`config.mk`:
```
export PLATFORM = sky130hd
export DESIGN_NAME = joypad_poller
export DESIGN_NICKNAME = d
export VERILOG_FILES = /design/src/rtl/joypad_poller.sv
export SDC_FILE = /design/constraint.sdc
export NUM_CORES = 1
export LEC_CHECK = 0
export CAP_MARGIN = 0
export CORE_MARGIN = 2
export CORE_UTILIZATION = 30
export CTS_BUF_LIST = sky130_fd_sc_hd__clkbuf_2
export DETAILED_ROUTE_END_ITERATION = 7
export HOLD_SLACK_MARGIN = 0.1
export PLACE_DENSITY_LB_ADDON = 0.15
export REMOVE_ABC_BUFFERS = 1
export SLEW_MARGIN = 0
export SYNTH_ARGS = -nofsm -noshare
export SYNTH_HDL_FRONTEND = slang
export SYNTH_SLANG_ARGS = --single-unit
```
`constraint.sdc`:
```
create_clock -name clk -period 4.65 [get_ports clk]
set_clock_uncertainty 0.15 [all_clocks]
set_input_delay 0.93 -clock clk [delete_from_list [all_inputs] [get_ports clk]]
set_output_delay 0.93 -clock clk [all_outputs]
set_load 0.01 [all_outputs]
```
`src/rtl/joypad_poller.sv`:
```
// Periodic joypad poller: drives a controller bridge handshake, latches the
// button snapshot and queues per-button press/release events in a show-ahead FIFO.
module joypad_poller #(
  parameter int unsigned POLL_PERIOD = 833333,
  parameter int unsigned FIFO_DEPTH  = 8
) (
  input  logic       clk,
  input  logic       rst,
  input  logic       enable,
  output logic       bridge_start,
  output logic [1:0] bridge_addr,
  input  logic [7:0] bridge_rdata,
  output logic [7:0] buttons,
  output logic       buttons_valid,
  output logic       evt_valid,
  output logic [7:0] evt_data,
  input  logic       evt_pop,
  output logic       evt_overflow,
  input  logic       clr_overflow
);

  localparam int unsigned TW = $clog2(POLL_PERIOD);
  localparam int unsigned AW = $clog2(FIFO_DEPTH);

  typedef enum logic [2:0] {
    IDLE, CHK_READY, START, WAIT_BUSY, WAIT_DONE, CHK_VALID, LATCH, EMIT
  } state_t;

  state_t      state_q, state_d;
  logic [TW-1:0] timer_q, timer_d;
  logic        pending_q, pending_d;
  logic [7:0]  buttons_q, buttons_d;
  logic        bvalid_q, bvalid_d;
  logic [7:0]  diff_q, diff_d;
  logic [2:0]  idx_q, idx_d;
  logic        push;
  logic [7:0]  push_data;
  logic        expire;

  logic [7:0]  mem_q [FIFO_DEPTH];
  logic [AW-1:0] wr_q, wr_d, rd_q, rd_d;
  logic [AW:0] count_q, count_d;
  logic        ovf_q, ovf_d;
  logic        empty, full, do_push, do_pop;

  assign expire = enable && (timer_q == TW'(POLL_PERIOD - 1));

  always_comb begin
    timer_d = timer_q;
    if (!enable || expire) timer_d = '0;
    else                   timer_d = timer_q + TW'(1);
  end

  // An expiry while a request is already pending is dropped, so a pending
  // request can only ever be consumed by IDLE here.
  always_comb begin
    pending_d = pending_q;
    if (!enable)        pending_d = 1'b0;
    else if (pending_q) pending_d = (state_q != IDLE);
    else                pending_d = expire;
  end

  always_comb begin
    state_d      = state_q;
    bridge_start = 1'b0;
    bridge_addr  = 2'b00;
    buttons_d    = buttons_q;
    bvalid_d     = bvalid_q;
    diff_d       = diff_q;
    idx_d        = idx_q;
    push         = 1'b0;
    push_data    = '0;
    unique case (state_q)
      IDLE:      if (pending_q) state_d = CHK_READY;
      CHK_READY: if (bridge_rdata[0]) state_d = START;
      START: begin
        bridge_start = 1'b1;
        state_d      = WAIT_BUSY;
      end
      WAIT_BUSY: if (!bridge_rdata[0]) state_d = WAIT_DONE;
      WAIT_DONE: if (bridge_rdata[0]) state_d = CHK_VALID;
      CHK_VALID: begin
        bridge_addr = 2'b01;
        state_d     = bridge_rdata[0] ? LATCH : IDLE;
      end
      LATCH: begin
        bridge_addr = 2'b10;
        diff_d      = bridge_rdata ^ buttons_q;
        buttons_d   = bridge_rdata;
        bvalid_d    = 1'b1;
        idx_d       = '0;
        state_d     = EMIT;
      end
      EMIT: begin
        push      = diff_q[idx_q];
        push_data = {buttons_q[idx_q], 4'b0000, idx_q};
        idx_d     = idx_q + 3'd1;
        if (idx_q == 3'd7) state_d = IDLE;
      end
      default: state_d = IDLE;
    endcase
  end

  assign empty   = (count_q == '0);
  assign full    = (count_q == (AW+1)'(FIFO_DEPTH));
  assign do_pop  = evt_pop && !empty;
  assign do_push = push && (!full || do_pop);

  always_comb begin
    wr_d    = do_push ? wr_q + AW'(1) : wr_q;
    rd_d    = do_pop  ? rd_q + AW'(1) : rd_q;
    count_d = count_q;
    if (do_push && !do_pop)      count_d = count_q + (AW+1)'(1);
    else if (do_pop && !do_push) count_d = count_q - (AW+1)'(1);
    ovf_d = ovf_q;
    if (push && !do_push)  ovf_d = 1'b1;
    else if (clr_overflow) ovf_d = 1'b0;
  end

  always_ff @(posedge clk) begin
    if (rst) begin
      state_q   <= IDLE;
      timer_q   <= '0;
      pending_q <= 1'b0;
      buttons_q <= '0;
      bvalid_q  <= 1'b0;
      diff_q    <= '0;
      idx_q     <= '0;
      wr_q      <= '0;
      rd_q      <= '0;
      count_q   <= '0;
      ovf_q     <= 1'b0;
    end else begin
      state_q   <= state_d;
      timer_q   <= timer_d;
      pending_q <= pending_d;
      buttons_q <= buttons_d;
      bvalid_q  <= bvalid_d;
      diff_q    <= diff_d;
      idx_q     <= idx_d;
      wr_q      <= wr_d;
      rd_q      <= rd_d;
      count_q   <= count_d;
      ovf_q     <= ovf_d;
    end
  end

  // Storage needs no reset: contents are only visible while count_q is non-zero.
  always_ff @(posedge clk) begin
    if (!rst && do_push) mem_q[wr_q] <= push_data;
  end

  assign buttons       = buttons_q;
  assign buttons_valid = bvalid_q;
  assign evt_valid     = !empty;
  assign evt_data      = empty ? '0 : mem_q[rd_q];
  assign evt_overflow  = ovf_q;

endmodule

```
* Word level (Yosys, flattened, before mapping) *
Memories as Yosys holds them, arrays and structs flattened. A register that Yosys moved wholly into a read port is not among the register bits.
Cells that the tools add are included.

word-level totals
  flip-flop bits (word level) = 55
  bits in writable memories = 64
  output and inout port bits = 22
  memories = 1

operators by class
  add/sub/neg operators = 6
  magnitude comparators = 1
  equality and inequality tests = 15
  mux-type cells = 26
  bitwise logic cells = 2
  reduce and logical (&&, ||, !) cells = 24

memory list
  memory  words  bits a word  read ports  clocked after Yosys merged registers in  wr ports  line  RTL
  mem_q   8      8            1           1                                        1         40    logic [7:0] mem_q [FIFO_DEPTH];

operator list
  kind                                                count
  two-way mux 3 bit                                   8
  case mux 3 bit (8 select lines)                     1
  adder 20 x 1 -> 20 bit, second input constant       1
  == test 20 bit, second input constant               1
  two-way mux 8 bit                                   2
  == test 3 bit, second input constant                5
  inequality test 2 bit, second input constant        5
  adder 3 x 1 -> 3 bit, second input constant         3
  two-way mux 1 bit                                   9
  two-way mux 4 bit                                   2
  XOR 8 bit                                           1
  logical AND 1 bit                                   7
  binary-select mux 1 bit (select 3 bit)              2
  == test 3 x 2 -> 1 bit, second input constant       2
  zero test 1 bit                                     6
  case mux 3 bit (2 select lines)                     1
  nonzero test 2 bit                                  3
  AND reduction 5 bit                                 1
  adder 4 x 1 -> 4 bit, second input constant         1
  == test 4 bit, second input constant                1
  zero test 4 bit                                     1
  < comparator 3 x 4 -> 1 bit, second input constant  1
  case mux 2 bit (2 select lines)                     1
  OR reduction 2 bit                                  2
  6 further kinds                                     7

* Depth between registers and ports, before layout *
Gate-level depths: netlist (run 1).

  depth after elaboration = 9
  mapped depth = 12

* Least setup slack after synthesis (run 1) *
OpenSTA, ideal clock, no wires.

  kind = input to register
  from = input port evt_pop
  to = register count_q[3]
  library setup time = 121 ps
  data arrival time = 2791 ps
  required time = 4379 ps
  setup slack = 1588 ps
  stages on the path = 10
  cells stage by stage = nand3b_1 -> and3_1 -> buf_2 -> ha_1 -> inv_1 -> ha_1 -> a21o_1 -> a21oi_1 -> mux2i_1 -> mux2_2

between the ends
  cells in the longest elaborated chain, start to end = 6
  elaborated cells on any way between the ends = 9
  those cells by class = 1 x mux; 8 x reduce/logical

ends and longest elaborated chain
  what                          line  RTL
  start: declaration            17    input logic evt_pop,
  logical AND 1 bit (*)         106   assign do_pop = evt_pop && !empty;
  logical OR 1 bit              107   assign do_push = push && (!full || do_pop);
  logical AND 1 bit             107
  zero test 1 bit               114   else if (do_pop && !do_push) count_d = count_q - (AW+1)'(1);
  logical AND 1 bit             114
  nonzero test 2 bit (no line)  -
  end signal: assignment        143   count_q <= count_d;
  end: declaration              42    logic [AW:0] count_q, count_d;

Mark *: on every way between the ends. The rest lies on a longest branch, timed or not.
A chain may end at the register's enable or synchronous reset.

==> results.yml, run 1 <==
status:
  status: "finished clean"
clock_network:
  cts_buffers: 9
  tritoncts: "done"
  ctsHoldBuffers: 0
  root_buffer: "clkbuf_2"
  htreeDepth: 3
  clk_pin_slew_worst_paths_ns: 0.25
  clkLatencyLatePin_ns: 0.58
  ctsResizeCount: 0
  cts_setup_buffers: 0
  clkSinkCount: 90
  clk_path_buf_depth: 2
global_routing:
  grt_overflow_total: 0
  groute.usage.overall_pct: 12.3
  grt_pass1_wl_mm: 14.0
  grt_max_degree: 26
  first_global_vias: 2698
  antenna_found_initial: 1
placed_design:
  placedCellCount: 570
  pre_cts_slack_ns: 0.862
  place_area_sq_um: 4560
  gp_congestion: 0.724
  dp_hpwl_mm: 5.67
  numPortBuffers: 30
worst_setup_path:
  critical-path-top-delay-family: "multiplexers"
  critPathBufInv: 1
  slowest_stage: "dfxtp_1"
  crit_type: "reg2out"
  startpoint_type: "flop"
  path_depth: 4
  r2r_cells: 10
  slowest_delay_ns: 0.74
  r2r-end: "count_q[3]$_SDFFE_PP0P_"
  cp.required_ns: 3.57
  timing.rr.start: "idx_q[1]$_SDFFE_PP0P_"
  worstPathArrival_ns: 2.65
  crit_chain: "mux4_2 -> mux2i_1 -> nor2_1 -> clkdlybuf4s50_1"
  path_max_fanout: 8
  rrSetupSlack_ns: 1.28
  cp-endpoint: "evt_data[7]"
  critPathCaptureType: "primary output"
yosys:
  yosysMostFrequentCell: "dfxtp_1"
  yosysUniqueCellTypes: 46
  seq_area_frac_synth_pct: 51.3
  synth_edf_count: 32
  synth.top_cell.area_share_pct: 28.1
  synthesis.area_sq_um: 4140
  syn_avg_cell_area_sq_um: 10.8
  async_flop_share_pct: 0
  synth_flop_cell: "dfxtp_1"
  synthTopCellsByCount: "dfxtp_1, nor2_1, edfxtp_1"
  yosys_warnings: 0
  synth_area_leader_cell: "dfxtp_1"
  synth_area_leaders: "dfxtp_1, edfxtp_1, mux4_2, nor2_1, a21oi_1"
  yosys_register_bits: 90
  synthCells: 382
die:
  die_h_um: 121
  core-area_sq_um: 13300
  start_util_pct: 31.0
  fp.dieW_um: 121
  num_rows: 42
  ios: 35
  die_area_sq_um: 14700
worst_hold_path:
  hold_class: "reg2reg"
  hold_start: "evt_overflow$_SDFFE_PP0P_"
final_layout:
  instances_no_fill: 587
  drive_gt1_share_pct: 9.02
  final_cell_area_sq_um: 4660
  layout.nets: 428
  area_growth_pct: 12.6
sta:
  worst_pin_slew_ns: 0.694
  slew_viol_final: 0
  maxSlewHeadroom_pct: 53.6
  final-setup-viol-count: 0
  hold_viol: 0
  final.min_clock_period_ns: 3.73
  period_share_pct: 80.2
  finalSetupTns_ns: 0
  fmax_ghz: 0.268
  fin_ws_ns: 0.921
  rsz0062_at_grt: "no"
pwr:
  ir_drop_uv: 176
  comb_power_share_pct: 23.3
  p_int_w: 0.00113
  switchingPower_w: 0.000520
  seq_power_share_pct: 55.8
  p_sw_share_pct: 31.5
  p_per_area_nw_per_um2: 354
  p_clk_share_pct: 20.9
  power_w: 0.00165
  p_leak_nw: 1.50
routing:
  dr.pass1.iters: 4
  routed_wl_mm: 8.16
  drc: 0
  vias_per_cell: 4.71
  vias: 2762
  ant_nets: 0
  drt_iter0_drc: 139
  wl_per_cell_um: 13.9
flow_run:
  maxCapViolCount: 0
power by group through the flow:
stage / Sequential (W) / Clock [W] / Combinational [W]
finish: 0.000920 / 0.000344 / 0.000385
global route: 0.000936 / 0.000399 / 0.000427
CTS: 0.000924 / 0.000366 / 0.000392
detailed placement: 0.000940 / 0 / 0.000391
global placement: 0.000939 / 0 / 0.000384
floorplan: 0.000918 / 0 / 0.000235
worst register-to-register path: stages, from the launching register on:
cell      delay, ns
dfxtp_1        0.64
mux2i_1        0.19
a221oi_2       0.38
and3_1         0.42
ha_1           0.23
inv_1          0.09
ha_1           0.28
a21o_1         0.17
a21oi_1        0.17
mux2i_1        0.22
mux2_2         0.34
kinds of logic after synthesis:
family                     after synthesis  share of synthesized area [%]
and+or+nand+nor                        147                           19.5
xor gates and xnor gates                23                           4.87
AOI/OAI and AO/OA                       52                           7.65
buffers and inverters                   33                           3.96
muxes                                   26                           9.41
adders and majority gates               10                           3.21
DFF                                     90                           51.3
other                                    1                         0.0907
cell usage in the layout, fill, tap and decap left out, types with 4 or more instances in the layout:
cell type and n:
a211oi_1 10, a21oi_1 26, and2_1 7, and3_1 4, and4_1 5, and4b_1 5
buf_4 4, clkbuf_2 9, clkdlybuf4s50_1 30, conb_1 4, dfxtp_1 58, edfxtp_1 32
ha_1 9, inv_1 7, mux2i_1 13, mux4_2 10, nand2_1 28, nand2b_1 5
nand3_1 8, nand4_1 13, nor2_1 45, nor2b_1 6, o21ai_0 6, o31ai_1 4
or3_1 4, or4_1 4, xnor2_1 10, xor2_1 13
flip-flops by register name, indices dropped and copies added (netlist names), 3 cells and up, named ones only:
register,flops
buttons,8
idx_q,3
wr_q,3
count_q,4
diff_q,8
timer_q,20
mem_q,32
rd_q,3
state_q,3
how the worst min path moves through the flow:
stage | cells after the start | to
floorplan | 1 | timer_q[0]$_SDFF_PP0_
global route | 2 | flop
finish | 2 | evt_overflow$_SDFFE_PP0P_
detailed placement | 2 | evt_overflow$_SDFFE_PP0P_
global placement | 2 | buttons_valid$_SDFFE_PP0P_
CTS | 2 | evt_overflow$_SDFFE_PP0P_
stage by stage:
stage,utilization [%],hold slack [ns]
after floorplan,-,0.294
after global placement,34.2,0.307
after detailed placement,34.2,0.312
after CTS,34.9,0.346
after global routing,34.9,0.355
final,34.9,0.339
final cells by class:
type | count | area [sq um]
fillers | 1376 | 8690
flip-flops and latches | 90 | 2120
multi-input cells | 262 | 1860
repair buffers | 34 | 330
well taps | 176 | 220
clock buffers | 9 | 45.0
clock inverters | 7 | 45.0
inverters | 8 | 30.0
diodes | 1 | 2.50
routing by layer:
metal	up-vias	GRT usage, %	share of wire (%)
met4	0	4.74	1.9
met5	-	0	0
met3	10	3.48	3.2
met1	1300	16.8	50
li1	1418	-	-
met2	34	18.4	45
Note: power is estimated with default switching activity, not from simulation.
==> run 2: changes to the inputs <==
==> constraint.sdc (replaced) <==
create_clock -name clk -period 3 [get_ports clk]
set_clock_uncertainty 0.15 [all_clocks]
set_input_delay 0.6 -clock clk [delete_from_list [all_inputs] [get_ports clk]]
set_output_delay 0.6 -clock clk [all_outputs]
set_load 0.01 [all_outputs]
==> run 2 against run 1 <==
Compared with the run above:
- sequential share of layout area is 2.0 points lower
- global-route usage is 0.088 points lower
- critical path type unchanged
- routed wire length rose by 0.31%
- first-iteration DRC count down 19%
- via count grew 3.0%
- non-clock buffer count up 23
- largest cell class unchanged
- die area unchanged
==> results.yml, run 2 (synthesis gave the netlist of run 1 again) <==
die:
  ios: 35
  num_rows: 42
  die_h_um: 121
  fp.dieW_um: 121
  die_area_sq_um: 14700
  core-area_sq_um: 13300
  start_util_pct: 31.0
worst_setup_path:
  path_max_fanout: 8
  crit_type: "reg2out"
  slowest_stage: "mux4_2"
  startpoint_type: "flop"
  critical-path-top-delay-family: "multiplexers"
  r2r-end: "count_q[3]$_SDFFE_PP0P_"
  rrSetupSlack_ns: 0.18
  r2r_cells: 10
  worstPathArrival_ns: 2.07
  timing.rr.start: "idx_q[2]$_SDFFE_PP0P_"
  slowest_delay_ns: 0.51
  critPathBufInv: 2
  critPathCaptureType: "primary output"
  crit_chain: "buf_12 -> mux4_2 -> mux2i_1 -> nor2_1 -> clkdlybuf4s15_1"
  cp.required_ns: 2.25
clock_network:
  clkSinkCount: 90
  cts_buffers: 9
  clkLatencyLatePin_ns: 0.62
  htreeDepth: 3
  root_buffer: "clkbuf_2"
  clk_pin_slew_worst_paths_ns: 0.25
  ctsHoldBuffers: 0
  tritoncts: "done"
  clk_path_buf_depth: 2
worst_hold_path:
  hold_class: "reg2reg"
  hold_start: "rd_q[1]$_SDFFE_PP0N_"
  whs_path_depth: 2
  min_to: "rd_q[1]$_SDFFE_PP0N_"
sta:
  hold_viol: 0
  fin_ws_ns: 0.181
  maxSlewHeadroom_pct: 64.3
  final.min_clock_period_ns: 2.82
  rsz0062_at_grt: "no"
  slew_viol_final: 0
  whs_ns: 0.357
  fmax_ghz: 0.355
  final-setup-viol-count: 0
  period_share_pct: 94.0
  worst_pin_slew_ns: 0.532
final_layout:
  layout.nets: 451
  drive_gt1_share_pct: 16.2
  instances_no_fill: 610
  final_cell_mix: "dfxtp_1, nor2_1, edfxtp_1"
  top_register: "mem_q"
  reg.largest.list: "mem_q (32), timer_q (20)"
  largest_reg_flops: 32
  layout_commonest_cell: "dfxtp_1"
  area_growth_pct: 18.1
routing:
  drt_iter0_drc: 112
  ant_nets: 0
  drc: 0
  wl_per_cell_um: 13.4
  routed_wl_mm: 8.19
  vias_per_cell: 4.67
  vias: 2846
  dr.pass1.iters: 4
global_routing:
  gr-max-usage-layer: "met2"
  grtUsageMet3_pct: 4.51
  first_global_vias: 2795
  grt_overflow_total: 0
  grtUsageMet1_pct: 15.6
  grt_max_degree: 26
  use_met2_pct: 19.3
  grt_pass1_wl_mm: 13.8
  antenna_found_initial: 1
  groute.usage.overall_pct: 12.2
placed_design:
  numPortBuffers: 30
  gp_congestion: 0.771
  pre_cts_slack_ns: -0.188
  placedCellCount: 590
  dp_hpwl_mm: 6.03
pwr:
  ir_drop_uv: 232
  p_leak_nw: 1.67
  power_w: 0.00270
  p_per_area_nw_per_um2: 552
status:
  status: "finished clean"
flow_run:
  maxCapViolCount: 0
run 2: changes by cell type in the layout (fill, tap and decap cells not counted), sizes merged:
cell           change
clkdlybuf4s15      +2
inv                +3
clkbuf             +2
buf               +23
clkdlybuf4s50      -5
dlymetal6s2s       +1
clkinvlp           -3
run 2: final cells by class:
cell class	instances	area [sq um]
fill	1357	8460
sequential	90	2130
multi-input combinational	262	1880
timing repair buffer	57	512
tap	176	220
clock inverter	7	68.8
clock buffer	9	45.0
inverter	8	30.0
antenna	1	2.50
run 2: timing repair:
item | 4_1_cts | 5_1_grt
hold endpoints to repair | 0 | 0
endpoints found under the setup margin | 4 | 6
pin swaps | 0 | 0
buffers inserted | 0 | 3
resized for setup | 8 | 15
run 2: worst max path at each step:
stage	startpoint	to	slack, ns	cells past startpoint
finish	flop	evt_data[1]	0.18	5
global route	flop	evt_data[2]	0.01	6
CTS	state_q[2]$_SDFFE_PP0P_	bridge_addr[1]	0.005	5
detailed placement	evt_pop	count_q[3]$_SDFFE_PP0P_	-0.19	10
global placement	evt_pop	count_q[3]$_SDFFE_PP0P_	-0.11	10
floorplan	idx_q[1]$_SDFFE_PP0P_	count_q[3]$_SDFFE_PP0P_	0.09	10
run 2: worst reg2reg max path: stages, from the launching register on:
cell and delay [ns]:
dfxtp_1 0.42, and2_1 0.20, a221oi_4 0.32, and3_2 0.27, ha_1 0.17, inv_1 0.06
ha_1 0.27, a21o_1 0.18, a21oi_1 0.17, mux2i_1 0.21, mux2_2 0.34
run 2: routing by layer:
metal	part of all wire (%)	vias up
li1	-	1463
met4	1.3	0
met5	0	-
met1	49	1340
met2	46	36
met3	3.6	7
run 2: through the flow:
step	TNS, ns	instance area (sq um)	util, %
6_report	0	4880	36.6
5_1_grt	0	4880	36.6
4_1_cts	0	4830	36.2
3_5_place_dp	-0.188	4710	35.3
3_3_place_gp	-0.109	4710	35.3
2_1_floorplan	0	4010	-
run 2: power breakdown:
part           switching (W)  internal, W  leakage, nW
Sequential         0.0000596      0.00132        0.743
Combinational       0.000333     0.000382        0.855
Clock               0.000469     0.000136       0.0724
Total               0.000862      0.00183         1.67
